## src/rtl/crtc_bus_arbiter.sv

```systemverilog
`default_nettype none
// ---------------------------------------------------------------------------
// crtc_bus_arbiter : Z80 / CRTC-DMA main-RAM arbiter with BUSRQ/BUSAK handshake
// Rev 1.0
// ---------------------------------------------------------------------------
module crtc_bus_arbiter #(
  parameter int          SYNC_STAGES = 2,
  parameter int          TIMEOUT     = 1023,
  parameter logic [16:0] VRAM_BASE   = 17'h0F000
) (
  input  logic        clk,
  input  logic        reset_n,
  input  logic        crtc_busreq,
  output logic        crtc_busack,
  input  logic [11:0] crtc_adr,
  output logic [7:0]  crtc_data,
  output logic        cpu_busrq_n,
  input  logic        cpu_busak_n,
  input  logic [16:0] cpu_adr,
  input  logic [7:0]  cpu_wdata,
  input  logic        cpu_we,
  output logic [16:0] ram_adr,
  output logic [7:0]  ram_wdata,
  output logic        ram_we,
  input  logic [7:0]  ram_dout,
  input  logic        dmac_we,
  input  logic        dmac_rd,
  input  logic [7:0]  dmac_din,
  output logic [7:0]  dmac_dout
);

  localparam int               CNT_W       = $clog2(TIMEOUT + 1);
  localparam logic [CNT_W-1:0] TIMEOUT_CNT = CNT_W'(TIMEOUT);

  typedef enum logic [1:0] {
    S_IDLE  = 2'd0,
    S_REQ   = 2'd1,
    S_GRANT = 2'd2,
    S_REL   = 2'd3
  } state_t;

  state_t                 state;
  logic [SYNC_STAGES-1:0] busak_sync;
  logic                   busak_s;
  logic                   owner_crtc;
  logic                   dma_en;
  logic                   timeout_flag;
  logic                   timeout_set;
  logic [CNT_W-1:0]       wait_cnt;
  logic                   unused_din;

  assign unused_din = ^{dmac_din[7:3], dmac_din[1:0]};

  // BUSAK comes straight from the Z80 and is not related to clk.
  always_ff @(posedge clk or negedge reset_n) begin
    if (!reset_n) begin
      busak_sync <= '1;
    end else begin
      busak_sync <= {busak_sync[SYNC_STAGES-2:0], cpu_busak_n};
    end
  end

  assign busak_s = busak_sync[SYNC_STAGES-1];

  always_ff @(posedge clk or negedge reset_n) begin
    if (!reset_n) begin
      dma_en <= 1'b0;
    end else if (dmac_we) begin
      dma_en <= dmac_din[2];
    end
  end

  always_ff @(posedge clk or negedge reset_n) begin
    if (!reset_n) begin
      state       <= S_IDLE;
      cpu_busrq_n <= 1'b1;
      crtc_busack <= 1'b0;
      owner_crtc  <= 1'b0;
      wait_cnt    <= '0;
    end else begin
      case (state)
        S_IDLE: begin
          if (crtc_busreq && dma_en) begin
            state       <= S_REQ;
            cpu_busrq_n <= 1'b0;
            wait_cnt    <= '0;
          end
        end
        S_REQ: begin
          if (!busak_s) begin
            state       <= S_GRANT;
            crtc_busack <= 1'b1;
            owner_crtc  <= 1'b1;
          end else if (!crtc_busreq) begin
            state       <= S_REL;
            cpu_busrq_n <= 1'b1;
          end else if (wait_cnt != TIMEOUT_CNT) begin
            wait_cnt <= wait_cnt + 1'b1;
          end
        end
        S_GRANT: begin
          if (!crtc_busreq) begin
            state       <= S_REL;
            cpu_busrq_n <= 1'b1;
            crtc_busack <= 1'b0;
            owner_crtc  <= 1'b0;
          end
        end
        S_REL: begin
          // Hold off any new request until the Z80 has visibly let go.
          if (busak_s) begin
            state <= S_IDLE;
          end
        end
        default: state <= S_IDLE;
      endcase
    end
  end

  assign timeout_set = (state == S_REQ) && (wait_cnt == TIMEOUT_CNT);

  always_ff @(posedge clk or negedge reset_n) begin
    if (!reset_n) begin
      timeout_flag <= 1'b0;
      dmac_dout    <= 8'h00;
    end else begin
      if (timeout_set) begin
        timeout_flag <= 1'b1;
      end else if (dmac_rd) begin
        timeout_flag <= 1'b0;
      end
      dmac_dout <= {5'b0, dma_en, timeout_flag, owner_crtc};
    end
  end

  // CPU writes during a CRTC grant are dropped; the Z80 is halted then anyway.
  assign ram_adr   = owner_crtc ? (VRAM_BASE | {5'b0, crtc_adr}) : cpu_adr;
  assign ram_we    = owner_crtc ? 1'b0 : cpu_we;
  assign ram_wdata = cpu_wdata;
  assign crtc_data = ram_dout;

endmodule
`default_nettype wire

```

## config.mk

```make
export PLATFORM = sky130hd
export DESIGN_NAME = crtc_bus_arbiter
export DESIGN_NICKNAME = d
export VERILOG_FILES = /design/src/rtl/crtc_bus_arbiter.sv
export SDC_FILE = /design/constraint.sdc
export NUM_CORES = 1
export LEC_CHECK = 0
export ABC_AREA = 0
export BUFFER_PORTS_ARGS = -buffer_cell sky130_fd_sc_hd__buf_4
export CAP_MARGIN = 25
export CORE_MARGIN = 10
export CORE_UTILIZATION = 41
export DETAILED_ROUTE_END_ITERATION = 12
export HOLD_SLACK_MARGIN = 0.12
export PLACE_DENSITY = 0.9
export SLEW_MARGIN = 20
export SYNTH_ARGS = -nofsm -noshare
export SYNTH_HDL_FRONTEND = slang
export SYNTH_SLANG_ARGS = --single-unit
```

## constraint.sdc

```tcl
create_clock -name clk -period 2.38 [get_ports clk]
set_clock_uncertainty 0.2 [all_clocks]
set_input_delay 0.119 -clock clk [delete_from_list [all_inputs] [get_ports clk]]
set_output_delay 0.119 -clock clk [all_outputs]
set_load 0.005 [all_outputs]
```

==> metrics.json <==
{
  "timing": {
    "layout_worst_path_cycle_share": 0.907,
    "setup_viol_count_final": 0,
    "final_max_slew_viol_count": 0,
    "timing_worst_slew_pin_value_ns": 0.709,
    "max_freq_mhz": 463,
    "finalSetupTns_ns": 0,
    "rsz0062_at_grt": "no",
    "slew_headroom": 0.527,
    "finalCriticalPeriod_ns": 2.16,
    "final-hold-violation-count": 0
  },
  "routing": {
    "detail_route.iter0.violations": 59,
    "antenna_left": 0,
    "totalWireLength_um": 4480,
    "detail_route.vias_per_cell": 5.08,
    "routed_wire_length_per_instance_um": 17.2,
    "drt_pass1_iterations": 4,
    "drc": 0,
    "vias": 1322
  },
  "floorplan": {
    "die_h_um": 79.7,
    "top_level_ports": 104,
    "start_util": 0.431,
    "floorplan.die_area_um2": 6350,
    "core_area_um2": 3390,
    "rows": 21,
    "die_x_um": 79.7
  },
  "critical_path": {
    "setup.worst_path.end_class": "flop",
    "start_kind": "flop",
    "crit_path_max_fanout": 17,
    "timing.critical_path.required_ns": 2.38,
    "timing.setup.critical_path_class": "flop to flop",
    "reg2reg_depth": 8,
    "worstPathArrival_ns": 2.16
  },
  "clock_tree": {
    "cts_buffer_depth": 2,
    "clk_pin_slew_ns": 0.11,
    "numCtsBuffers": 3,
    "cts_htree_levels": 1,
    "ctsRootBufferMaster": "sky130_fd_sc_hd__clkbuf_4",
    "clkLatencyLatePin_ns": 0.30,
    "cts_tree": "built",
    "numClockSinks": 21
  },
  "layout": {
    "filler_cell_count": 273,
    "num-nets-final": 280,
    "fraction_of_layout_cells_with_a_size_suffix_above_1": 0.425,
    "layout.cell_area.non_filler_um2": 2070,
    "antenna_cells_inserted": 0,
    "area.growth.synth_to_final_pct": 41.7
  },
  "yosys": {
    "synth.yosys.seq_area_share": 0.362,
    "post_synth_main_area_contributors": "sky130_fd_sc_hd__dfrtp_1 (31%), sky130_fd_sc_hd__buf_4 (11%), sky130_fd_sc_hd__mux2_2 (10%), sky130_fd_sc_hd__dfstp_2 (5.4%), sky130_fd_sc_hd__ha_1 (4.3%)",
    "synth-warning-count": 0,
    "postSynth.topFlopCell": "sky130_fd_sc_hd__dfrtp_1",
    "flip_flop_and_latch_count_after_synthesis": 21,
    "async_flop_share": 1.00,
    "syn_area_per_cell_um2": 9.87,
    "synthDominantCellAreaShare": 0.308,
    "synth_cell_types": 40,
    "synth_largest_area_cell": "sky130_fd_sc_hd__dfrtp_1",
    "synth_cells": 148,
    "syn-cell-area_um2": 1460,
    "number_of_enable_type_register_cells_in_the_synthesized_netlist": 0
  },
  "grt": {
    "track_usage": 0.135,
    "grt_overflow": 0,
    "grt_antenna_before_repair": 0,
    "grt_max_degree": 23,
    "first_pass_grt_wire_length_um": 6980,
    "grt_pass1_vias": 1394
  },
  "status": {
    "status": "complete, no violations"
  },
  "worst_hold_path": {
    "timing.hold.worst.class": "flop to flop",
    "whs_path_depth": 0
  },
  "power": {
    "max-vdd-ir-drop_mv": 0.448,
    "p_leak_nw": 0.961,
    "power.density_cell_area_nw_per_um2": 747
  },
  "placed_design": {
    "routabilityCongestion": 0.763,
    "buffer_ports.inserted": 59,
    "detailed_place_hpwl_um": 3070,
    "dpl-instance-area_um2": 1810
  },
  "flow_run": {
    "drv_cap": 0
  }
}
worst max-delay path, cell delays in order (launching register included):
cell                      delay [ns]
sky130_fd_sc_hd__dfrtp_1        0.43
sky130_fd_sc_hd__inv_1          0.12
sky130_fd_sc_hd__ha_1           0.27
sky130_fd_sc_hd__buf_4          0.24
sky130_fd_sc_hd__nand2_1        0.11
sky130_fd_sc_hd__nor4_4         0.23
sky130_fd_sc_hd__buf_4          0.19
sky130_fd_sc_hd__nor4_1         0.06
sky130_fd_sc_hd__a211o_1        0.22
timing repair:
item,in CTS,in global routing
gates resized for setup,0,1
endpoints found under the hold margin,44,0
endpoints found under the setup margin,0,19
buffers inserted,0,0
hold buffers,24,0
cells in the mapped netlist, types with 2 or more instances:
| cell | n |
|---|---|
| sky130_fd_sc_hd__ha_1 | 5 |
| sky130_fd_sc_hd__inv_1 | 4 |
| sky130_fd_sc_hd__dfstp_2 | 3 |
| sky130_fd_sc_hd__o21ai_0 | 11 |
| sky130_fd_sc_hd__a21oi_1 | 4 |
| sky130_fd_sc_hd__dfrtp_1 | 18 |
| sky130_fd_sc_hd__nand2b_1 | 4 |
| sky130_fd_sc_hd__nor2b_1 | 3 |
| sky130_fd_sc_hd__a211o_1 | 2 |
| sky130_fd_sc_hd__nand3b_1 | 2 |
| sky130_fd_sc_hd__nand2_1 | 10 |
| sky130_fd_sc_hd__and2_1 | 3 |
| sky130_fd_sc_hd__a22o_1 | 2 |
| sky130_fd_sc_hd__or2_2 | 5 |
| sky130_fd_sc_hd__nor4b_1 | 2 |
| sky130_fd_sc_hd__nand3_1 | 4 |
| sky130_fd_sc_hd__o211ai_1 | 5 |
| sky130_fd_sc_hd__clkbuf_1 | 5 |
| sky130_fd_sc_hd__or4b_2 | 2 |
| sky130_fd_sc_hd__mux2_2 | 13 |
| sky130_fd_sc_hd__a221o_1 | 2 |
| sky130_fd_sc_hd__buf_4 | 21 |
cells in the final DEF, fill, tap and decap left out, types with 3 or more instances in the layout:
| cell | netlist | final |
|---|---|---|
| sky130_fd_sc_hd__a21oi_1 | 4 | 4 |
| sky130_fd_sc_hd__and2_1 | 3 | 3 |
| sky130_fd_sc_hd__buf_4 | 21 | 62 |
| sky130_fd_sc_hd__clkbuf_4 | 0 | 3 |
| sky130_fd_sc_hd__conb_1 | 1 | 5 |
| sky130_fd_sc_hd__dfrtp_1 | 18 | 18 |
| sky130_fd_sc_hd__dfstp_2 | 3 | 3 |
| sky130_fd_sc_hd__dlygate4sd3_1 | 0 | 23 |
| sky130_fd_sc_hd__ha_1 | 5 | 5 |
| sky130_fd_sc_hd__inv_1 | 4 | 4 |
| sky130_fd_sc_hd__mux2_2 | 13 | 13 |
| sky130_fd_sc_hd__nand2_1 | 10 | 10 |
| sky130_fd_sc_hd__nand2b_1 | 4 | 4 |
| sky130_fd_sc_hd__nand3_1 | 4 | 4 |
| sky130_fd_sc_hd__nor2b_1 | 3 | 3 |
| sky130_fd_sc_hd__o211ai_1 | 5 | 5 |
| sky130_fd_sc_hd__o21ai_0 | 11 | 11 |
| sky130_fd_sc_hd__or2_2 | 5 | 5 |
flip-flops by register name (all words and copies together) (netlist names):
name          count
dma_en            1
state             2
owner_crtc        1
wait_cnt         10
timeout_flag      1
cpu_busrq_n       1
busak_sync        2
dmac_dout         3
per-layer routing:
layer	wire length, um	share of wire	global-route usage	up-vias
li1	-	-	-	639
met1	1550	0.34	0.133	626
met2	2460	0.55	0.261	53
met3	440	0.098	0.0518	4
met4	33	0.0074	0.0179	0
met5	0	0	0	-
where the power goes:
| part | switching, W | internal [W] |
|---|---|---|
| Clock | 0.000100 | 0.0000654 |
| Combinational | 0.000353 | 0.000450 |
| Sequential | 0.000130 | 0.000448 |
| Total | 0.000583 | 0.000963 |
layout make-up:
| cell class | count | area [um^2] | area share |
|---|---|---|---|
| clock buffer | 4 | 26.3 | 0.0127 |
| inverter | 4 | 15.0 | 0.00726 |
| multi-input combinational | 100 | 746 | 0.360 |
| sequential | 21 | 529 | 0.256 |
| tap | 46 | 57.6 | 0.0278 |
| timing repair buffer | 85 | 696 | 0.336 |
path summary, 6_finish.rpt:
check                                endpoint     startpoint  slack, ns
max in group asynchronous       busak_sync[0]        reset_n       1.15
worst min-delay path            busak_sync[1]  busak_sync[0]       0.16
min in group asynchronous         wait_cnt[2]        reset_n       0.55
worst max register to register    wait_cnt[6]       state[1]       0.22
worst max-delay path              wait_cnt[6]       state[1]       0.22
worst min register to register  busak_sync[1]  busak_sync[0]       0.16
stage by stage:
step	setup slack, ns	power, W	hold slack, ns	utilization	std cells
6_report	0.221	0.00155	0.164	0.611	260
5_1_grt	0.0473	0.00167	0.172	0.611	260
4_1_cts	0.0594	0.00154	0.165	0.613	261
3_5_place_dp	0.210	0.00134	-0.186	0.534	233
3_3_place_gp	0.245	0.00131	-0.190	0.534	233
2_1_floorplan	0.353	0.00105	-0.377	-	152
cells by family (layout without fill, tap and decap cells):
group,after synthesis,in the layout,synth area share
flops,21,21,0.362
fa+ha+maj,5,5,0.0428
compound gates,32,32,0.149
other cells,1,5,0.00257
mux,14,14,0.108
buf+inv,31,93,0.139
simple gates,44,44,0.196
(Power assumes the default switching activity.)
